File: src/rtl/tx_feeder_pkg.sv
`default_nettype none
// ============================================================================
//  Module      : tx_feeder_pkg
//  Description : Shared flit geometry and feeder state encodings. The state
//                codes are also exposed as macros so debug monitors can
//                decode the feeder state without importing the package.
//  Revision    : 1.0 - initial release
// ============================================================================

`ifndef PAYLOAD_SIZE
`define PAYLOAD_SIZE 8
`endif
`ifndef ADDR_BITS
`define ADDR_BITS 4
`endif
`ifndef TXF_IDLE
`define TXF_IDLE       2'd0
`define TXF_REQ        2'd1
`define TXF_WAIT_START 2'd2
`define TXF_WAIT_DONE  2'd3
`endif

package tx_feeder_pkg;

    // Flit = address + payload; must match the serialiser's parallel input.
    localparam int FLIT_WIDTH   = `PAYLOAD_SIZE + `ADDR_BITS;
    localparam int FIFO_DEPTH   = 4;
    localparam int FIFO_PTR_BITS = 2;

    typedef enum logic [1:0] {
        ST_IDLE       = `TXF_IDLE,
        ST_REQ        = `TXF_REQ,
        ST_WAIT_START = `TXF_WAIT_START,
        ST_WAIT_DONE  = `TXF_WAIT_DONE
    } txf_state_t;

endpackage

`default_nettype wire

File: src/rtl/tx_feeder_sync_fifo.sv
`default_nettype none
// ============================================================================
//  Module      : sync_fifo
//  Description : Single-clock FIFO holding flits for the feeder. Occupancy is
//                tracked with an explicit count so full and empty stay
//                distinguishable when the pointers coincide after a wrap.
//                Writes while full are dropped and flagged stickily.
//  Revision    : 1.0 - initial release
// ============================================================================

module sync_fifo #(
    parameter int DEPTH    = 4,
    parameter int PTR_BITS = 2,
    parameter int WIDTH    = 12
) (
    input  logic                clk,
    input  logic                reset,
    input  logic                wr_en,
    input  logic [WIDTH-1:0]    data_in,
    input  logic                pop,
    output logic [WIDTH-1:0]    head,
    output logic                full,
    output logic                empty,
    output logic [PTR_BITS:0]   count,
    output logic                overflow
);

    localparam logic [PTR_BITS:0] DEPTH_CNT = (PTR_BITS+1)'(DEPTH);

    logic [WIDTH-1:0]    mem [DEPTH];
    logic [PTR_BITS-1:0] wr_ptr;
    logic [PTR_BITS-1:0] rd_ptr;
    logic                push;
    logic                do_pop;

    // full/empty come straight from the registered count, so a write in the
    // same cycle as a pop is still refused when the FIFO was full pre-edge.
    assign full   = (count == DEPTH_CNT);
    assign empty  = (count == '0);
    assign push   = wr_en && !full;
    assign do_pop = pop && !empty;
    assign head   = mem[rd_ptr];

    // Storage is deliberately left out of reset; only pointers define validity.
    always_ff @(posedge clk) begin
        if (push) begin
            mem[wr_ptr] <= data_in;
        end
    end

    // Pointers, occupancy and the sticky overflow flag.
    always_ff @(posedge clk or negedge reset) begin
        if (!reset) begin
            wr_ptr   <= '0;
            rd_ptr   <= '0;
            count    <= '0;
            overflow <= 1'b0;
        end else begin
            // Power-of-two depth: natural pointer rollover gives modulo DEPTH.
            if (push) begin
                wr_ptr <= wr_ptr + 1'b1;
            end
            if (do_pop) begin
                rd_ptr <= rd_ptr + 1'b1;
            end
            case ({push, do_pop})
                2'b10:   count <= count + 1'b1;
                2'b01:   count <= count - 1'b1;
                default: count <= count;
            endcase
            if (wr_en && full) begin
                overflow <= 1'b1;
            end
        end
    end

endmodule

`default_nettype wire

File: src/rtl/tx_feeder.sv
`default_nettype none
// ============================================================================
//  Module      : tx_feeder
//  Description : Staging buffer in front of the serialiser. Queues flits from
//                the producer and hands them over one at a time: a one-cycle
//                req pulse with the flit on parallel_out, then waits for the
//                serialiser's busy indication to rise and fall before the
//                next flit is offered. sent pulses when a flit is delivered.
//  Revision    : 1.0 - initial release
// ============================================================================

module tx_feeder
    import tx_feeder_pkg::*;
#(
    parameter int DEPTH    = FIFO_DEPTH,
    parameter int PTR_BITS = FIFO_PTR_BITS,
    parameter int WIDTH    = FLIT_WIDTH
) (
    input  logic                clk,
    input  logic                reset,
    input  logic                wr_en,
    input  logic [WIDTH-1:0]    data_in,
    output logic                full,
    output logic [PTR_BITS:0]   count,
    output logic                overflow,
    output logic                req,
    output logic [WIDTH-1:0]    parallel_out,
    input  logic                tx_busy,
    output logic                sent
);

    txf_state_t       state;
    logic [WIDTH-1:0] head;
    logic             empty;
    logic             pop;

    // A flit leaves the FIFO on the same edge that launches its req.
    assign pop = (state == ST_IDLE) && !empty;

    sync_fifo #(
        .DEPTH    (DEPTH),
        .PTR_BITS (PTR_BITS),
        .WIDTH    (WIDTH)
    ) u_fifo (
        .clk      (clk),
        .reset    (reset),
        .wr_en    (wr_en),
        .data_in  (data_in),
        .pop      (pop),
        .head     (head),
        .full     (full),
        .empty    (empty),
        .count    (count),
        .overflow (overflow)
    );

    // Handshake FSM with registered req/sent/parallel_out. req and sent are
    // single-cycle pulses; parallel_out holds until the next flit is issued.
    always_ff @(posedge clk or negedge reset) begin
        if (!reset) begin
            state        <= ST_IDLE;
            req          <= 1'b0;
            sent         <= 1'b0;
            parallel_out <= '0;
        end else begin
            req  <= 1'b0;
            sent <= 1'b0;
            case (state)
                ST_IDLE: begin
                    if (!empty) begin
                        parallel_out <= head;
                        req          <= 1'b1;
                        state        <= ST_REQ;
                    end
                end
                ST_REQ: begin
                    // busy may already be high here; it is picked up next cycle.
                    state <= ST_WAIT_START;
                end
                ST_WAIT_START: begin
                    if (tx_busy) begin
                        state <= ST_WAIT_DONE;
                    end
                end
                ST_WAIT_DONE: begin
                    // Return through IDLE so consecutive reqs are always spaced.
                    if (!tx_busy) begin
                        sent  <= 1'b1;
                        state <= ST_IDLE;
                    end
                end
                default: begin
                    state <= ST_IDLE;
                end
            endcase
        end
    end

endmodule

`default_nettype wire

File: config.mk
export PLATFORM = sky130hd
export DESIGN_NAME = tx_feeder
export DESIGN_NICKNAME = d
export VERILOG_FILES = /design/src/rtl/tx_feeder_pkg.sv /design/src/rtl/tx_feeder_sync_fifo.sv /design/src/rtl/tx_feeder.sv
export SDC_FILE = /design/constraint.sdc
export NUM_CORES = 1
export LEC_CHECK = 0
export ABC_AREA = 1
export CAP_MARGIN = 10
export CORE_MARGIN = 4
export CORE_UTILIZATION = 52
export CTS_BUF_LIST = sky130_fd_sc_hd__clkbuf_2 sky130_fd_sc_hd__clkbuf_4 sky130_fd_sc_hd__clkbuf_8
export DETAILED_ROUTE_END_ITERATION = 7
export PLACE_DENSITY = 0.77
export SLEW_MARGIN = 20
export SYNTH_ARGS = -nofsm -noshare
export SYNTH_HDL_FRONTEND = slang
export SYNTH_SLANG_ARGS = --single-unit
File: constraint.sdc
create_clock -name clk -period 2 [get_ports clk]
set_input_delay 0.4 -clock clk [delete_from_list [all_inputs] [get_ports clk]]
set_output_delay 0.4 -clock clk [all_outputs]
set_load 0.01 [all_outputs]
## Word level (Yosys, flattened, before mapping)

Memory sizes are Yosys's and may differ from the RTL's. A register that Yosys moved wholly into a read port is not among the register bits.
Cells that the tools add are included.

- Bits in registers: 12
- Latch bits: 0
- Memories kept: 1
- Output and inout bits: 19
- Input port bits: 16
- ROM bits: 0
- Memory bits (writable): 48
- Logic and storage cells: 45

- Divide/modulo/power cells: 0
- Mux-type cells: 11
- Equality and inequality tests: 9
- Multiply operators: 0
- $lt $le $gt $ge: 0
- Bitwise logic cells: 1
- Reduce and logical (&&, ||, !) cells: 12
- Shifts and indexed selects: 0
- $add $sub $neg: 4

Memory list:

| memory | depth | width | rd ports | clocked after memory_dff | wr ports | RTL line | RTL |
|---|---|---|---|---|---|---|---|
| u_fifo.mem | 4 | 12 | 1 | 1 | 1 | tx_feeder_sync_fifo.sv:30 | `logic [WIDTH-1:0] mem [DEPTH];` |

Operators by type and width:

| operator | count |
|---|---|
| $pmux 2 s4 | 1 |
| $eq 2x2->1 const B | 3 |
| $mux 1 | 6 |
| $mux 2 | 3 |
| $ne 2x2->1 const B | 3 |
| $pmux 3 s2 | 1 |
| $add 2x1->2 const B | 2 |
| $eq 2x1->1 const B | 2 |
| $logic_and 1x1->1 | 4 |
| $add 3x1->3 const B | 1 |
| $eq 3x3->1 const B | 1 |
| $logic_not 1->1 | 3 |
| $logic_not 3->1 | 1 |
| $reduce_and 3->1 | 1 |
| $sub 3x1->3 const B | 1 |
| $logic_not 2->1 | 1 |
| $reduce_and 2->1 | 1 |
| $reduce_bool 2->1 | 1 |
| $not 1->1 | 1 |

## Longest topological paths before layout

- Depth after elaboration: 6
- Gate-level depth with buffers: 11
- Gate-level depth less buffers: 10

## Modules after synthesis

A second synthesis with hierarchy kept.

- Cells, all modules: 286
- Area total of the unflattened synthesis: 3213.1 sq um

By module, submodules not included:

| module | cells an instance | seq. area each (sq um) | times used | area each (sq um) |
|---|---|---|---|---|
| sync_fifo | 205 | 1641.6 | 1 | 2439.8 |
| tx_feeder | 81 | 400.4 | 1 | 773.2 |

## Least setup slack after synthesis

No wires, ideal clock.

- Kind: register to register
- Start: register u_fifo.count[0]
- End: register u_fifo.count[2]
- Clock period less this slack: 1954 ps
- Setup time: 123 ps
- Buffers on the path: 1
- Required time: 1877 ps
- Cell stages (with the launch flop): 11
- Data arrival time: 1830 ps
- Setup slack: 46 ps
- Cell sequence: dfrtp_1 > nor2_4 > nand2_2 > nand2_4 > inv_4 > buf_6 > ha_1 > fa_1 > nand2_1 > nand3_1 > xor2_1

- Longest elaborated chain between the ends: 6
- Elaborated cells between the ends (all ways): 13
- Classes of those cells: add/sub (2); eq/ne (3); mux (1); reduce/logical (7)

Ends and longest elaborated chain:

| what | RTL line | RTL |
|---|---|---|
| start, declared | tx_feeder_sync_fifo.sv:24 | `output logic [PTR_BITS:0] count,` |
| start signal, assigned | tx_feeder_sync_fifo.sv:67 | `2'b10: count <= count + 1'b1;` |
| start signal, assigned | tx_feeder_sync_fifo.sv:68 | `2'b01: count <= count - 1'b1;` |
| start signal, assigned | tx_feeder_sync_fifo.sv:69 | `default: count <= count;` |
| $logic_not 3->1 * | tx_feeder_sync_fifo.sv:39 | `assign empty = (count == '0);` |
| $logic_not 1->1 * | tx_feeder.sv:38 | `assign pop = (state == ST_IDLE) && !empty;` |
| $logic_and 1x1->1 * | tx_feeder.sv:38 |  |
| via pop | tx_feeder.sv:35 | `logic pop;` |
| $logic_and 1x1->1 * | tx_feeder_sync_fifo.sv:41 | `assign do_pop = pop && !empty;` |
| $eq 2x1->1 or $eq 2x2->1 (tied branches) | tx_feeder_sync_fifo.sv:66 | `case ({push, do_pop})` |
| $pmux 3 s2 or $reduce_bool 2->1 (tied branches) | - |  |

The timed path passes the listed nets; every way through them passes the cells marked *.
A chain may end at the register's enable or synchronous reset.

## Final worst setup path

- Start: register state[0]
- End: register u_fifo.count[2]

- Longest elaborated chain between the ends: 5
- Elaborated cells between the ends (all ways): 7
- Classes of those cells: eq/ne (2); mux (1); reduce/logical (4)

Ends and longest elaborated chain:

| what | RTL line | RTL |
|---|---|---|
| start, declared | tx_feeder.sv:32 | `txf_state_t state;` |
| start signal, assigned | tx_feeder.sv:61 | `state <= ST_IDLE;` |
| start signal, assigned | tx_feeder.sv:73 | `state <= ST_REQ;` |
| start signal, assigned | tx_feeder.sv:78 | `state <= ST_WAIT_START;` |
| $logic_not 2->1 * | tx_feeder.sv:38 |  |
| $logic_and 1x1->1 * | tx_feeder.sv:38 |  |
| $logic_and 1x1->1 * | tx_feeder_sync_fifo.sv:41 |  |
| $eq 2x1->1 or $eq 2x2->1 (tied branches) | tx_feeder_sync_fifo.sv:66 |  |
| $pmux 3 s2 or $reduce_bool 2->1 (tied branches) | - |  |

Every way passes the cells marked *; elsewhere a longest branch is shown, timed or not.

==> results.toml <==
[power]
p_leak_nw = 1.829
ir_drop_uv = 1028
power_density_nw_per_um2 = 1465

[cts]
numCtsBuffers = 9
insertion_delay_ps = 340
clock-root-buffer = "clkbuf_8"
cts_buffer_depth = 2
htreeDepth = 3
path_clk_slew_ps = 70
cts_sinks = 72
cts_tree = "yes"

[setup_path]
start_kind = "register"
r2r_cells = 9
timing.setup.critical_path_class = "reg2reg"
cpMostUsedCell = "ha_1"
cp.arrival_ps = 2100
cp_max_fo = 3
cp-end-kind = "register"
cp_slowest_cell = "fa_1"
worst-endpoint-required_ps = 2230
path_cells = "inv_1 > ha_1 > nand2_4 > inv_4 > ha_1 > fa_1 > nand2_1 > nand3_1 > xor2_1"
cp_slowest_stage_delay_ps = 390

[floorplanning]
die_area_um2 = 7455
core_um2 = 5956
start_util = 0.5359
rows = 28
die_w_um = 86.35
die_h_um = 86.35
io_pins = 35

[finish]
area.sequential_um2 = 2043
fillCellCount = 473
antenna_cells = 0
stdcell_area_um2 = 3842
multi_input_area_um2 = 817.0
drive_gt1_frac = 0.09783
areaGrowthSynthToFinish_pct = 20.38
nNetsFinal = 389

[synthesis]
ys_top_cells_by_count = "nand2_1, inv_1, edfxtp_1"
ys_seq_area_frac = 0.6397
synthCells = 315
avgSynthCellArea_um2 = 10.13
ys_warn_count = 0
ys_types = 22
yosys.area.top_type_share = 0.4516
synthTopCellsByArea = "edfxtp_1, dfrtp_1, nand2_1"
syn_nets = 341
synth_ff_type = "edfxtp_1"
synth_edf_count = 48
ys_async_sr_fraction = 0.3333
yosysMostFrequentCell = "nand2_1"
syn_area_um2 = 3192
yosys.area.top_type = "edfxtp_1"
ys_ff_latch = 72

[global_route]
grt_start_max_net_pins = 26
grt_pass1_wl_mm = 9.729
gr-total-overflow = 0
grt_pass1_vias = 2165
track_usage = 0.1741
antenna_found_initial = 0

[placed_design]
dpl_cell_area_um2 = 3667
io_buffers = 34
pre_cts_slack_ps = 9.991
gp_congestion = 0.6919
dp_hpwl_mm = 3.747

[detailed_routing]
wirelength_mm = 5.836
route.vias.total = 2094
drt_iter0_markers = 123
post_drt_wl_per_cell_um = 13.17
route.detailed.drc = 0
postRouteAntennaNets = 0
via_per_inst = 4.727
first_pass_iters = 4

[timing]
tightestPinTransition_ps = 441.7
setup_viol_count_final = 0
setup_tns_ps = 0
rsz0062_at_grt = "no"
slew_headroom = 0.7052
period_share = 0.9368
drv_slew = 0
fin_skew_ps = 4.776
max_freq_ghz = 0.5338
layout_setup_ws_ps = 126.5
hold_violations = 0
min_period_ps = 1874

[min_path]
hold_class = "in2async"

[job]
cap_violations = 0

[outcome]
status = "completed"
logic make-up after synthesis:
kind of cell / share of synthesized area
DFF: 0.6397
and+or+nand+nor: 0.1948
buffers and inverters: 0.1043
xor gates and xnor gates: 0.01372
adders and majority gates: 0.04155
AOI/OAI and AO/OA: 0.005881
final timing paths:
kind                                  from         endpoint  slack (ps)
max in group asynchronous            reset  u_fifo.count[1]        1320
setup / recovery                  state[0]  u_fifo.count[2]         130
min in group clk           u_fifo.overflow  u_fifo.overflow         480
hold / removal                       reset  parallel_out[3]         420
setup reg to reg                  state[0]  u_fifo.count[2]         130
hold reg to reg            u_fifo.overflow  u_fifo.overflow         480
cell usage in the layout (no fill, tap or decap), types with 2 or more instances in the layout:
cell type / instances
nand2_2: 2
clkdlybuf4s50_1: 33
xnor2_1: 2
xor2_1: 3
nor2_1: 5
nand2_1: 111
buf_12: 3
clkbuf_8: 9
dfrtp_1: 23
clkinvlp_4: 2
clkinv_1: 2
nand3_1: 29
ha_1: 9
buf_4: 10
o21ai_0: 2
edfxtp_1: 48
inv_1: 63
stage by stage:
stage	util	power, mW	hold slack, ps	cells
CTS	0.6452	5.672	423.9	443
global route	0.6452	6.077	442.5	443
detailed placement	0.6158	4.671	463.2	426
floorplan	-	3.840	104.4	315
global placement	0.6158	4.560	455.6	426
finish	0.6452	5.631	420.6	443
timing repair:
item                       CTS  global route
resized for setup            2             0
setup endpoints to repair    1             0
hold endpoints to repair     0             0
hold buffers                 0             0
setup buffers                1             0
layout make-up:
cell class	instances	area share
Clock buffer	10	0.03419
Timing Repair Buffer	47	0.1234
Tap cell	75	0.02442
Sequential cell	72	0.5317
Inverter	65	0.06415
Multi-Input combinational cell	168	0.2126
Clock inverter	6	0.009443
report_power, final:
part | switching, mW | internal (mW) | total (mW)
registers | 0.188 | 2.05 | 2.24
clock network | 0.520 | 0.455 | 0.975
logic | 1.40 | 1.01 | 2.42
total | 2.11 | 3.52 | 5.63
metal layers:
layer,up-vias,track usage,part of all wire
met4,0,0.07224,0.017
met1,979,0.2014,0.43
met5,-,0,0
li1,1065,-,-
met3,10,0.04943,0.038
met2,40,0.3025,0.51
state kept, by name (all words and copies together) (netlist names):
signal,cells
sent,1
u_fifo.count,3
req,1
u_fifo.mem,48
u_fifo.rd_ptr,2
u_fifo.overflow,1
u_fifo.wr_ptr,2
state,2
parallel_out,12
worst max-delay path, delay by kind of cell (launching register included):
kind                     cells  cell delay [ps]
XOR/XNOR                     1              140
adder cells (fa/ha/maj)      3              870
AND/OR/NAND/NOR              3              250
flip-flops                   1              380
buffers and inverters        2              120
(Power assumes the default switching activity.)
